File: src/rtl/line_scanout.sv
// Line-cache read side: fetches a packed pixel line from the BRAM byte port
// and shifts it out MSB-first as PIX_W-bit pixels paced by pix_en.
module line_scanout #(
    parameter int ADDR_W     = 8,
    parameter int LINE_BYTES = 40,
    parameter int PIX_W      = 4,
    parameter int RD_LAT     = 2
) (
    input  logic              sys_clk,
    input  logic              sys_rst_n,
    input  logic              line_start,
    input  logic [ADDR_W-1:0] line_base,
    input  logic              pix_en,
    output logic              ram_ce,
    output logic [ADDR_W-1:0] ram_addr,
    input  logic [7:0]        ram_dout,
    output logic [PIX_W-1:0]  pixel,
    output logic              busy,
    output logic              done,
    output logic              underrun
);
    localparam int PPB  = 8 / PIX_W;
    localparam int NPIX = LINE_BYTES * PPB;
    localparam int BI_W = $clog2(LINE_BYTES + 1);
    localparam int PC_W = $clog2(NPIX + 1);
    localparam int SC_W = $clog2(PPB);

    typedef enum logic [1:0] {IDLE, PRIME, RUN} state_t;

    state_t            state;
    logic [ADDR_W-1:0] fetch_addr;
    logic [BI_W-1:0]   bytes_issued;
    logic [PC_W-1:0]   pix_cnt;
    logic [RD_LAT-1:0] vpipe;
    logic [7:0]        shifter;
    logic [7:0]        next_byte;
    logic [SC_W-1:0]   shift_cnt;
    logic              sh_valid;
    logic              next_valid;

    logic arrive;
    logic in_flight;
    logic issue;
    logic pix_tick;
    logic consume;
    logic last_pix;
    logic sh_empty_nxt;
    logic line_end;

    always_comb begin
        arrive       = vpipe[RD_LAT-1];
        in_flight    = ram_ce | (|vpipe);
        pix_tick     = (state != IDLE) && pix_en;
        consume      = (state == RUN) && pix_en && sh_valid;
        last_pix     = consume && (shift_cnt == SC_W'(PPB - 1));
        sh_empty_nxt = !sh_valid || (last_pix && !next_valid);
        line_end     = pix_tick && (pix_cnt == PC_W'(NPIX - 1));
        issue        = 1'b0;
        if (state == PRIME)
            issue = (bytes_issued == BI_W'(1)) && (LINE_BYTES > 1);
        else if (state == RUN)
            issue = !next_valid && !in_flight &&
                    (bytes_issued < BI_W'(LINE_BYTES));
    end

    always_ff @(posedge sys_clk or negedge sys_rst_n) begin
        if (!sys_rst_n) begin
            state        <= IDLE;
            ram_ce       <= 1'b0;
            ram_addr     <= '0;
            pixel        <= '0;
            busy         <= 1'b0;
            done         <= 1'b0;
            underrun     <= 1'b0;
            fetch_addr   <= '0;
            bytes_issued <= '0;
            pix_cnt      <= '0;
            vpipe        <= '0;
            shifter      <= '0;
            next_byte    <= '0;
            shift_cnt    <= '0;
            sh_valid     <= 1'b0;
            next_valid   <= 1'b0;
        end else begin
            done   <= 1'b0;
            ram_ce <= 1'b0;
            if (line_start) begin
                // abort anything in progress; stale reads die with vpipe
                state        <= PRIME;
                busy         <= 1'b1;
                underrun     <= 1'b0;
                pixel        <= '0;
                ram_ce       <= 1'b1;
                ram_addr     <= line_base;
                fetch_addr   <= line_base + 1'b1;
                bytes_issued <= BI_W'(1);
                pix_cnt      <= '0;
                vpipe        <= '0;
                shifter      <= '0;
                next_byte    <= '0;
                shift_cnt    <= '0;
                sh_valid     <= 1'b0;
                next_valid   <= 1'b0;
            end else if (state == IDLE) begin
                pixel <= '0;
            end else begin
                vpipe <= RD_LAT'({vpipe, ram_ce});
                if (issue) begin
                    ram_ce       <= 1'b1;
                    ram_addr     <= fetch_addr;
                    fetch_addr   <= fetch_addr + 1'b1;
                    bytes_issued <= bytes_issued + 1'b1;
                end
                if (pix_tick) begin
                    pix_cnt <= pix_cnt + 1'b1;
                    if (consume) begin
                        pixel <= shifter[7 -: PIX_W];
                    end else begin
                        pixel    <= '0;
                        underrun <= 1'b1;
                    end
                end
                if (last_pix) begin
                    shift_cnt <= '0;
                    if (next_valid) begin
                        shifter    <= next_byte;
                        next_valid <= 1'b0;
                    end else begin
                        sh_valid <= 1'b0;
                    end
                end else if (consume) begin
                    shifter   <= shifter << PIX_W;
                    shift_cnt <= shift_cnt + 1'b1;
                end
                // data landing on an empty shifter waits for the next strobe
                if (arrive) begin
                    if (sh_empty_nxt) begin
                        shifter   <= ram_dout;
                        sh_valid  <= 1'b1;
                        shift_cnt <= '0;
                    end else begin
                        next_byte  <= ram_dout;
                        next_valid <= 1'b1;
                    end
                end
                if (state == PRIME && arrive)
                    state <= RUN;
                if (line_end) begin
                    state <= IDLE;
                    busy  <= 1'b0;
                    done  <= 1'b1;
                    vpipe <= '0;
                end
            end
        end
    end

endmodule

File: config.mk
export PLATFORM = sky130hd
export DESIGN_NAME = line_scanout
export DESIGN_NICKNAME = d
export VERILOG_FILES = /design/src/rtl/line_scanout.sv
export SDC_FILE = /design/constraint.sdc
export NUM_CORES = 1
export LEC_CHECK = 0
export ABC_AREA = 1
export BUFFER_PORTS_ARGS = -buffer_cell sky130_fd_sc_hd__buf_2
export CORE_AREA = 2 2 107 109
export CTS_BUF_LIST = sky130_fd_sc_hd__clkbuf_16
export DETAILED_ROUTE_END_ITERATION = 8
export DIE_AREA = 0 0 109 111
export PLACE_DENSITY_LB_ADDON = 0.12
export SLEW_MARGIN = 20
export SYNTH_ARGS = -nofsm -noshare
export SYNTH_HDL_FRONTEND = slang
export SYNTH_SLANG_ARGS = --single-unit
File: constraint.sdc
create_clock -name sys_clk -period 1.8 [get_ports sys_clk]
set_clock_uncertainty 0.15 [all_clocks]
set_input_delay 0.18 -clock sys_clk [delete_from_list [all_inputs] [get_ports sys_clk]]
set_output_delay 0.18 -clock sys_clk [all_outputs]
set_load 0.02 [all_outputs]
==> flow_results.xml <==
<?xml version="1.0" encoding="UTF-8"?>
<metrics>
  <group name="outcome">
    <metric name="outcome" unit="">completed</metric>
  </group>
  <group name="layout">
    <metric name="fillers" unit="">1160</metric>
    <metric name="num-nets-final" unit="">526</metric>
    <metric name="area_grow_syn2layout" unit="%">26.04</metric>
    <metric name="insertedDiodeCount" unit="">0</metric>
    <metric name="layout.area.seq" unit="um^2">1501</metric>
    <metric name="multi_input_comb_area" unit="um^2">1528</metric>
    <metric name="post_route_cells_drive_above_1_share" unit="">0.1736</metric>
  </group>
  <group name="worst_setup_path">
    <metric name="r2r_slack" unit="ns">0.16</metric>
    <metric name="worst_ep_arrival_time" unit="ns">1.71</metric>
    <metric name="crit_path_cell_chain" unit="">nand2_1 &gt; nor2_2 &gt; nand3_1 &gt; nand2_2 &gt; nand3_1 &gt; nand3_1 &gt; nand2_1</metric>
    <metric name="path_max_fanout" unit="">9</metric>
    <metric name="timing.critical_path.mode_cell" unit="">sky130_fd_sc_hd__nand3_1</metric>
    <metric name="critical_path.top_delay_family" unit="">simple AND/OR/NAND/NOR gates</metric>
    <metric name="end_kind" unit="">register</metric>
    <metric name="crit_path_top_delay_cell" unit="">sky130_fd_sc_hd__dfrtp_1</metric>
    <metric name="start_point_of_the_critical_path" unit="">sh_valid$_DFFE_PN0N_</metric>
    <metric name="path_buf_inv" unit="">0</metric>
    <metric name="max_stage_delay_on_crit_path" unit="ns">0.43</metric>
    <metric name="crit-reg2reg-launch" unit="">sh_valid$_DFFE_PN0N_</metric>
    <metric name="worstSetupPathType" unit="">register to register</metric>
    <metric name="setup_crit_start_kind" unit="">register</metric>
    <metric name="worstPathRequired" unit="ns">1.87</metric>
  </group>
  <group name="yosys">
    <metric name="synthCells" unit="">444</metric>
    <metric name="synthTopCellsByArea" unit="">sky130_fd_sc_hd__dfrtp_1 (46%), sky130_fd_sc_hd__nand2_1 (19%), sky130_fd_sc_hd__nand3_1 (10%)</metric>
    <metric name="synth_nets" unit="">468</metric>
    <metric name="post_synthesis_cell_type_with_the_largest_combined_area" unit="">sky130_fd_sc_hd__dfrtp_1</metric>
    <metric name="synthesis.area_per_instance" unit="um^2">7.304</metric>
    <metric name="post_synth_instance_area" unit="um^2">3243</metric>
    <metric name="ys_types" unit="">29</metric>
    <metric name="yosys_register_bits" unit="">60</metric>
    <metric name="synth_warnings" unit="">0</metric>
    <metric name="ys_seq_area_frac" unit="">0.4630</metric>
    <metric name="synth_top_cell_area_share" unit="">0.4630</metric>
  </group>
  <group name="pwr">
    <metric name="netSwitchingPower" unit="W">0.001758</metric>
    <metric name="internal_power" unit="W">0.003246</metric>
    <metric name="p_comb_frac" unit="">0.293</metric>
    <metric name="pwr-share-clk" unit="">0.342</metric>
    <metric name="seq_power_share" unit="">0.365</metric>
    <metric name="cellPowerDensity" unit="nW/um^2">1224</metric>
    <metric name="design_power_total" unit="W">0.005003</metric>
    <metric name="irDropWorstVdd" unit="mV">0.4545</metric>
    <metric name="sw_frac_of_total" unit="">0.3513</metric>
    <metric name="p_leak" unit="nW">2.142</metric>
  </group>
  <group name="routing">
    <metric name="detailedRoute.firstPassIterationCount" unit="">4</metric>
    <metric name="wl_per_cell" unit="um">13.05</metric>
    <metric name="remaining_drcs" unit="">0</metric>
    <metric name="total_length_of_routed_wires" unit="mm">8.480</metric>
    <metric name="drt-vias-per-instance" unit="">4.608</metric>
    <metric name="num_vias" unit="">2995</metric>
    <metric name="post_route_antenna_net_violation_count" unit="">0</metric>
    <metric name="detailedRoute.firstIterationViolations" unit="">121</metric>
  </group>
  <group name="global_routing">
    <metric name="antenna_found_initial" unit="">0</metric>
    <metric name="busiest_layer" unit="">met2</metric>
    <metric name="grt_use_met1" unit="">0.2065</metric>
    <metric name="globalRoute.totalOverflow" unit="">0</metric>
    <metric name="grt_first_pass_wirelength" unit="mm">14.69</metric>
    <metric name="grtUsageMet3" unit="">0.03527</metric>
    <metric name="total_routing_usage_reported_by_global_routing" unit="">0.1541</metric>
    <metric name="grt_use_met2" unit="">0.2460</metric>
    <metric name="maximum_number_of_pins_on_one_net_before_global_route_repair" unit="">45</metric>
    <metric name="grt_pass1_vias" unit="">2968</metric>
  </group>
  <group name="sta">
    <metric name="layout_worst_path_cycle_share" unit="">0.9113</metric>
    <metric name="timing.slew.headroom" unit="">0.6934</metric>
    <metric name="timing.final.setup_violations" unit="">0</metric>
    <metric name="setup_repair_after_global_routing_missed_its_margin" unit="">no</metric>
    <metric name="final.setup.tns" unit="ns">0</metric>
    <metric name="fin_hold_viols" unit="">0</metric>
    <metric name="max_clock_freq" unit="MHz">609.6</metric>
    <metric name="worst-slew-pin-transition" unit="ns">0.4599</metric>
    <metric name="final.min_clock_period" unit="ns">1.640</metric>
    <metric name="final-max-slew-violation-count" unit="">0</metric>
    <metric name="final.hold.worst_slack" unit="ns">0.01174</metric>
  </group>
  <group name="floorplan">
    <metric name="core_box_area" unit="um^2">11080</metric>
    <metric name="initial_core_util" unit="">0.2928</metric>
    <metric name="num_io_pins" unit="">36</metric>
    <metric name="die-area" unit="um^2">12100</metric>
    <metric name="die_w" unit="um">109</metric>
    <metric name="rows" unit="">39</metric>
    <metric name="chipHeight" unit="um">111</metric>
  </group>
  <group name="clocking">
    <metric name="clock_sink_count" unit="">60</metric>
    <metric name="cts.reportedPaths.clkPinSlew" unit="ns">0.05</metric>
    <metric name="cts.path.max_buffers" unit="">2</metric>
    <metric name="cts_made_buffers" unit="">9</metric>
    <metric name="htreeDepth" unit="">3</metric>
    <metric name="worst_skew_pair.late_latency" unit="ns">0.33</metric>
    <metric name="cts_tree" unit="">yes</metric>
    <metric name="clk_root_buffer_cell" unit="">sky130_fd_sc_hd__clkbuf_16</metric>
  </group>
  <group name="flow_run">
    <metric name="max_cap_violations" unit="">0</metric>
  </group>
  <group name="worst_hold_path">
    <metric name="hp-class" unit="">input port to register</metric>
    <metric name="min_from" unit="">pix_en</metric>
  </group>
  <group name="place">
    <metric name="detailedPlacementHpwl" unit="mm">5.788</metric>
    <metric name="finalWeightedCongestion" unit="">0.8100</metric>
    <metric name="io_buffer_count" unit="">35</metric>
  </group>
</metrics>
cell usage in the layout (no fill, tap or decap), types with 2 or more instances in the layout:
cell type,count
sky130_fd_sc_hd__a21oi_1,6
sky130_fd_sc_hd__buf_12,2
sky130_fd_sc_hd__buf_2,35
sky130_fd_sc_hd__buf_4,17
sky130_fd_sc_hd__clkbuf_16,9
sky130_fd_sc_hd__clkinv_2,2
sky130_fd_sc_hd__clkinvlp_4,3
sky130_fd_sc_hd__dfrtp_1,60
sky130_fd_sc_hd__dlygate4sd3_1,9
sky130_fd_sc_hd__ha_1,4
sky130_fd_sc_hd__inv_1,35
sky130_fd_sc_hd__inv_2,4
sky130_fd_sc_hd__nand2_1,162
sky130_fd_sc_hd__nand2_2,2
sky130_fd_sc_hd__nand3_1,65
sky130_fd_sc_hd__nand3_2,2
sky130_fd_sc_hd__nor2_1,34
sky130_fd_sc_hd__nor2_2,4
sky130_fd_sc_hd__nor3_1,2
sky130_fd_sc_hd__o21ai_0,28
sky130_fd_sc_hd__o21ai_1,3
sky130_fd_sc_hd__xor2_1,5
repair_timing:
action | 4_1_cts | 5_1_grt
endpoints found under the hold margin | 24 | 0
hold buffers | 9 | 0
gates resized for setup | 0 | 6
setup buffers | 0 | 3
setup endpoints to repair | 0 | 25
cell usage after synthesis:
library cell	number
sky130_fd_sc_hd__a21oi_1	6
sky130_fd_sc_hd__a31oi_1	1
sky130_fd_sc_hd__a31oi_2	1
sky130_fd_sc_hd__buf_1	1
sky130_fd_sc_hd__buf_2	7
sky130_fd_sc_hd__buf_4	4
sky130_fd_sc_hd__buf_6	1
sky130_fd_sc_hd__clkbuf_1	3
sky130_fd_sc_hd__dfrtp_1	60
sky130_fd_sc_hd__ha_1	4
sky130_fd_sc_hd__inv_1	36
sky130_fd_sc_hd__inv_2	4
sky130_fd_sc_hd__nand2_1	163
sky130_fd_sc_hd__nand2_2	1
sky130_fd_sc_hd__nand3_1	65
sky130_fd_sc_hd__nand3_2	3
sky130_fd_sc_hd__nand4_2	1
sky130_fd_sc_hd__nor2_1	35
sky130_fd_sc_hd__nor2_2	3
sky130_fd_sc_hd__nor3_1	2
sky130_fd_sc_hd__nor3_2	2
sky130_fd_sc_hd__nor3b_1	1
sky130_fd_sc_hd__o21ai_0	28
sky130_fd_sc_hd__o21ai_1	3
sky130_fd_sc_hd__o21bai_1	1
sky130_fd_sc_hd__or2_1	1
sky130_fd_sc_hd__or2_2	1
sky130_fd_sc_hd__xnor2_1	1
sky130_fd_sc_hd__xor2_1	5
worst reg2reg max path: stages, from the launching register on:
cell and delay, ns:
sky130_fd_sc_hd__dfrtp_1 0.43, sky130_fd_sc_hd__nand2_1 0.11, sky130_fd_sc_hd__nor2_2 0.19, sky130_fd_sc_hd__nand3_1 0.11, sky130_fd_sc_hd__nand2_2 0.21, sky130_fd_sc_hd__nand3_1 0.16
sky130_fd_sc_hd__nand3_1 0.11, sky130_fd_sc_hd__nand2_1 0.05
power groups by stage:
stage	Combinational (W)	Sequential (W)	Clock (W)
after floorplan	0.000853	0.00194	0
after global placement	0.00142	0.00184	0
after detailed placement	0.00143	0.00184	0
after CTS	0.00145	0.00183	0.00174
after global routing	0.00168	0.00188	0.00183
final	0.00147	0.00183	0.00171
layout make-up:
| type | count | share of cell area |
|---|---|---|
| tap | 143 | 0.04377 |
| multi-input combinational | 328 | 0.3737 |
| inverter | 40 | 0.03765 |
| clock inverter | 7 | 0.01653 |
| clock buffer | 9 | 0.05510 |
| sequential | 60 | 0.3673 |
| timing repair buffer | 63 | 0.1059 |
per-stage QoR:
stage | setup slack [ns] | instances | cell area (um^2) | util
after floorplan | 0.3319 | 444 | 3243 | -
final | 0.1597 | 650 | 4088 | 0.3690
after CTS | 0.007896 | 647 | 4034 | 0.3642
after detailed placement | 0.03821 | 622 | 3651 | 0.3296
after global placement | 0.03145 | 622 | 3651 | 0.3296
after global routing | 0.02239 | 650 | 4088 | 0.3690
state kept, by name (all words and copies together) (netlist names):
register and cells:
fetch_addr 8, ram_ce 1, busy 1, next_valid 1, sh_valid 1, bytes_issued 6, shift_cnt 1, vpipe 2
shifter 8, pixel 4, next_byte 8, done 1, ram_addr 8, state 2, underrun 1, pix_cnt 7
path summary, 6_finish.rpt:
check                      cells past startpoint                        end
min reg2reg                                    2     shifter[2]$_DFFE_PN0N_
max in group asynchronous                      3  fetch_addr[3]$_DFFE_PN0P_
min in group asynchronous                      2     pix_cnt[1]$_DFFE_PN0P_
min                                            3       underrun$_DFFE_PN0P_
max reg2reg                                    7     shifter[4]$_DFFE_PN0N_
max                                            7     shifter[4]$_DFFE_PN0N_
metal layers:
metal  vias up  share of wire  wire (um)
met1      1405           0.47       3985
li1       1526              -          -
met4         0          0.011         97
met2        56           0.48       4046
met3         8          0.041        350
met5         -              0          0
cell families after synthesis:
| kind of cell | count (synthesis) | share of synthesized area |
|---|---|---|
| AO/OA/AOI/OAI | 40 | 0.06520 |
| XOR/XNOR | 6 | 0.01620 |
| adder cells (fa/ha/maj) | 4 | 0.01543 |
| buffers and inverters | 56 | 0.07446 |
| flip-flops | 60 | 0.4630 |
| AND/OR/NAND/NOR | 278 | 0.3657 |
No activity file was read; power rests on OpenSTA's default activity.
